File: config.mk
export PLATFORM = sky130hd
export DESIGN_NAME = icache_readback
export DESIGN_NICKNAME = d
export VERILOG_FILES = /design/src/rtl/icache_readback.sv
export SDC_FILE = /design/constraint.sdc
export NUM_CORES = 1
export LEC_CHECK = 0
export CORE_MARGIN = 2
export CORE_UTILIZATION = 30
export CTS_CLUSTER_SIZE = 30
export DETAILED_ROUTE_END_ITERATION = 10
export SLEW_MARGIN = 20
export SYNTH_ARGS = -nofsm -noshare
export SYNTH_HDL_FRONTEND = slang
export SYNTH_SLANG_ARGS = --single-unit
File: constraint.sdc
create_clock -name Clk -period 3 [get_ports Clk]
set_input_delay 0.3 -clock Clk [delete_from_list [all_inputs] [get_ports Clk]]
set_output_delay 0.3 -clock Clk [all_outputs]
set_load 0.03 [all_outputs]
File: src/rtl/icache_readback.sv
// Sweeps a window of the instruction SRAM through its test port and streams each word
// out on a valid/ready interface while accumulating a wrapping checksum.
module icache_readback #(
  parameter int D_WIDTH  = 32,
  parameter int SA_WIDTH = 10,
  parameter int RD_LAT   = 1
) (
  input  logic                Clk,
  input  logic                Rst_n,
  input  logic                Start,
  input  logic [SA_WIDTH-1:0] Base,
  input  logic [SA_WIDTH:0]   Count,
  output logic [SA_WIDTH-1:0] Mem_Addr,
  output logic                Mem_En,
  output logic                Mem_RW,
  input  logic [D_WIDTH-1:0]  Mem_Data_I,
  output logic                Out_Valid,
  input  logic                Out_Ready,
  output logic [D_WIDTH-1:0]  Out_Data,
  output logic [SA_WIDTH-1:0] Out_Addr,
  output logic                Busy,
  output logic                Done,
  output logic [D_WIDTH-1:0]  Checksum
);

  localparam int CW = (RD_LAT > 1) ? $clog2(RD_LAT) : 1;
  localparam logic [CW-1:0] LAT_LAST = CW'(RD_LAT - 1);

  typedef enum logic [2:0] {S_IDLE, S_REQ, S_WAIT, S_HOLD, S_DONE} state_t;

  state_t              state, state_n;
  logic [SA_WIDTH-1:0] base;
  logic [SA_WIDTH:0]   count, idx, idx_inc;
  logic [CW-1:0]       lat_cnt;
  logic                accept, start_ok;

  assign idx_inc  = idx + 1'b1;
  assign Mem_Addr = base + idx[SA_WIDTH-1:0];
  assign Mem_En   = (state == S_REQ);
  assign Mem_RW   = 1'b0;
  assign Out_Valid = (state == S_HOLD);
  assign Busy     = (state == S_REQ) || (state == S_WAIT) || (state == S_HOLD);
  assign Done     = (state == S_DONE);
  assign accept   = Out_Valid && Out_Ready;
  assign start_ok = Start && ((state == S_IDLE) || (state == S_DONE));

  always_comb begin
    state_n = state;
    case (state)
      S_IDLE, S_DONE: if (Start) state_n = (Count == '0) ? S_DONE : S_REQ;
      S_REQ:          state_n = S_WAIT;
      S_WAIT:         if (lat_cnt == LAT_LAST) state_n = S_HOLD;
      S_HOLD:         if (Out_Ready) state_n = (idx_inc == count) ? S_DONE : S_REQ;
      default:        state_n = S_IDLE;
    endcase
  end

  always_ff @(posedge Clk or negedge Rst_n) begin
    if (!Rst_n) begin
      state    <= S_IDLE;
      base     <= '0;
      count    <= '0;
      idx      <= '0;
      lat_cnt  <= '0;
      Out_Data <= '0;
      Out_Addr <= '0;
      Checksum <= '0;
    end else begin
      state <= state_n;
      if (start_ok) begin
        base     <= Base;
        count    <= Count;
        idx      <= '0;
        Checksum <= '0;
      end
      // Address is latched at issue so it stays paired with the returning data.
      if (state == S_REQ) begin
        Out_Addr <= Mem_Addr;
        lat_cnt  <= '0;
      end
      if (state == S_WAIT) begin
        if (lat_cnt == LAT_LAST) begin
          Out_Data <= Mem_Data_I;
          lat_cnt  <= '0;
        end else begin
          lat_cnt <= lat_cnt + 1'b1;
        end
      end
      if (accept) begin
        Checksum <= Checksum + Out_Data;
        idx      <= idx_inc;
      end
    end
  end

endmodule
==> results.toml <==
[clocking]
clock_path_buffers = 2
clkSinkCount = 109
insertion_delay_ps = 360
cts_made_buffers = 9
h-tree-depth = 3
cts_setup_buffers = 0
cts_root_buffer = "clkbuf_16"
cts_tree = "built"
clkTransAtPathRegs_ps = 80

[finish]
nNetsFinal = 853
syn2layout_area_growth_pct = 34.3
drive_gt1_share_pct = 16.5
antennaDiodeCount = 0
final_cells = 1033
fillers = 2074

[global_routing]
use_met1_pct = 20.2
overflow = 0
grt_max_degree = 66
grt_pass1_vias = 4942
top_usage_layer = "met2"
grt_use_met2_pct = 22.7
grtUsageMet3_pct = 3.67
antenna_found_initial = 0
grt_use_total_pct = 14.6
grt_pass1_wl_mm = 25.9

[setup_path]
start_kind = "flop"
crit_required_ps = 2700
crit_arrival_ps = 2520
worstSetupPathType = "reg2out"
r2r_cells = 10
crit_path_end_kind = "output pin"
path_max_fanout = 3

[power]
power_frac_seq_pct = 23.6
combPwrFrac_pct = 65.3
p_leak_nw = 3.72
ir_drop_v = 0.000676
p_clk_share_pct = 11.1
p_int_mw = 6.18
power_switching_mw = 5.26
power_density_nw_per_um2 = 1350
switching_share_pct = 46.0

[placement]
dp_cells = 1016
dp_hpwl_mm = 11.7
pre_cts_ws_ps = 137
portBuffers = 144
gp_congestion = 0.807

[synthesis]
synth_area_um2 = 6330
ys_warn_count = 0
ys_types = 62
postSynthCellCount = 607
ys_ff_latch = 109
avgSynthCellArea_um2 = 10.4
syn_nets = 707
ys.flop_type = "dfrtp_1"
synth.yosys.seq_area_share_pct = 43.1
synth-edff-count = 0
async_reset_ff_share_pct = 100

[detailed_routing]
drcViolationCount = 0
wl_per_cell_um = 15.3
antenna_left = 0
vias = 4970
routed_wirelength_mm = 15.8
vias_per_cell = 4.81
dr.pass1.iters = 7
drtIter0Drc = 243

[sta]
finalSetupViolCount = 0
clock_skew_ps = 6.67
fin_ws_ps = 185
drv_slew = 0
max-slew-margin-rel_pct = 49.2
rsz0062_at_grt = "yes"
hold_viol_final = 0
clock.fmax_mhz = 355
tightest_slew_ps = 761
layout_min_cycle_time_ps = 2820
min_period_over_period_pct = 93.8

[hold_path]
min_path_type = "in2async"

[floorplanning]
core_um2 = 20900
num_rows = 53
ioPinCount = 146
die_y_um = 149
die_area_um2 = 22300
initial_utilization_pct = 30.3
die_w_um = 149

[job]
max_cap_violations = 0

[run_status]
outcome = "complete, no violations"
-- cell families (layout without fill, tap and decap cells) --
| logic type | Yosys count | in the layout | share of synthesized area (%) |
|---|---|---|---|
| mux | 63 | 63 | 11.2 |
| compound gates | 157 | 157 | 16.7 |
| buf+inv | 45 | 196 | 2.81 |
| simple gates | 138 | 138 | 10.3 |
| flops | 109 | 109 | 43.1 |
| xor+xnor | 51 | 51 | 7.06 |
| other cells | 1 | 1 | 0.0593 |
| fa+ha+maj | 43 | 43 | 8.74 |
-- metal layers --
metal | part of all wire [%] | vias to the layer above | wire length [um]
li1 | - | 2483 | -
met1 | 49 | 2358 | 7770
met2 | 44 | 115 | 7050
met4 | 1.2 | 0 | 183
met5 | 0 | - | 0
met3 | 5.3 | 14 | 842
-- through the flow --
step	util (%)	hold WS [ps]	total power [mW]	setup TNS (ps)	cell area, um2
2_1_floorplan	-	4.41	7.74	0	6330
3_3_place_gp	39.0	345	10.2	0	8150
3_5_place_dp	39.0	345	10.2	0	8150
4_1_cts	40.5	487	11.5	0	8470
5_1_grt	40.7	519	12.3	-14.5	8500
6_report	40.7	468	11.4	0	8500
-- sequential cells by signal, summed over array words and instances (netlist names) --
signal	flops
Out_Data	32
Checksum	32
count	11
base	10
idx	11
state	3
Out_Addr	10
-- power groups by stage --
stage	clock network [mW]	logic [mW]	registers (mW)
CTS	1.31	7.48	2.71
detailed placement	0	7.45	2.73
global placement	0	7.44	2.71
global route	1.37	8.12	2.81
finish	1.27	7.46	2.70
floorplan	0	4.16	3.58
-- cell usage after synthesis (2+ instances only) --
| cell type | n | area, um2 |
|---|---|---|
| o21bai_1 | 3 | 22.5 |
| or2_2 | 2 | 12.5 |
| a2111oi_2 | 2 | 30.0 |
| o31ai_1 | 7 | 52.6 |
| nor3_1 | 7 | 35.0 |
| clkbuf_1 | 18 | 67.6 |
| dfrtp_1 | 109 | 2730 |
| nor2_1 | 17 | 63.8 |
| a21o_1 | 23 | 173 |
| o221ai_1 | 2 | 17.5 |
| o21ai_1 | 5 | 25.0 |
| nor2b_1 | 3 | 18.8 |
| buf_1 | 2 | 7.51 |
| or3_1 | 2 | 12.5 |
| ha_1 | 41 | 513 |
| and3_1 | 9 | 56.3 |
| inv_1 | 20 | 75.1 |
| a22o_1 | 5 | 43.8 |
| xor2_1 | 18 | 158 |
| nor4_1 | 6 | 37.5 |
| a21o_2 | 2 | 17.5 |
| xnor2_1 | 33 | 289 |
| nand4_1 | 7 | 43.8 |
| o21a_1 | 3 | 22.5 |
| buf_2 | 4 | 20.0 |
| a31o_2 | 2 | 17.5 |
| a211o_1 | 2 | 17.5 |
| a31oi_1 | 6 | 37.5 |
| nand2b_1 | 7 | 43.8 |
| o21ai_0 | 49 | 245 |
| fa_1 | 2 | 40.0 |
| and2_1 | 2 | 12.5 |
| mux2_2 | 62 | 698 |
| nand3_1 | 11 | 55.1 |
| a21oi_1 | 28 | 140 |
| nand2_1 | 60 | 225 |
-- critical path, cell delays in order (launching register included) --
cell	delay, ps
dfrtp_1	390
ha_1	290
a21o_1	190
a21oi_2	160
o21ai_0	90
a21oi_1	220
o21bai_1	120
a21oi_2	190
o21ai_1	130
xnor2_1	200
buf_4	190
-- what timing repair did --
item                                   4_1_cts  5_1_grt
setup endpoints to repair                    2        7
hold buffers                                 1        0
endpoints found under the hold margin       44        0
pin swaps                                    0        6
gates resized for setup                      2       16
-- worst paths after layout --
| check | startpoint | end | slack [ps] |
|---|---|---|---|
| setup / recovery | base[1] | Mem_Addr[9] | 180 |
| hold / removal | Rst_n | Out_Addr[4] | 470 |
| setup reg to reg | Checksum[1] | Checksum[31] | 200 |
| hold reg to reg | Out_Addr[0] | Out_Addr[0] | 510 |
| max in group asynchronous | Rst_n | Checksum[10] | 1750 |
| min in group Clk | Mem_Data_I[31] | Out_Data[31] | 510 |
-- cell usage in the layout, fill, tap and decap left out, types with 17 or more instances in the layout --
master | netlist | routed
xnor2_1 | 33 | 33
nand2_1 | 60 | 60
a21o_1 | 23 | 23
dfrtp_1 | 109 | 108
xor2_1 | 18 | 18
o21ai_0 | 49 | 45
buf_4 | 1 | 17
clkdlybuf4s50_1 | 0 | 138
ha_1 | 41 | 39
mux2_2 | 62 | 62
inv_1 | 20 | 20
a21oi_1 | 28 | 24
-- area by class of cell --
class                           count  area (um2)  share of cell area, %
Sequential cell                   109        2730                   32.1
Multi-Input combinational cell    453        3480                   40.9
Tap cell                          275         344                   4.05
Timing Repair Buffer              160        1570                   18.4
Inverter                           20        75.1                  0.883
Clock buffer                       10         239                   2.81
Clock inverter                      6        72.6                  0.854
(Power assumes the default switching activity.)
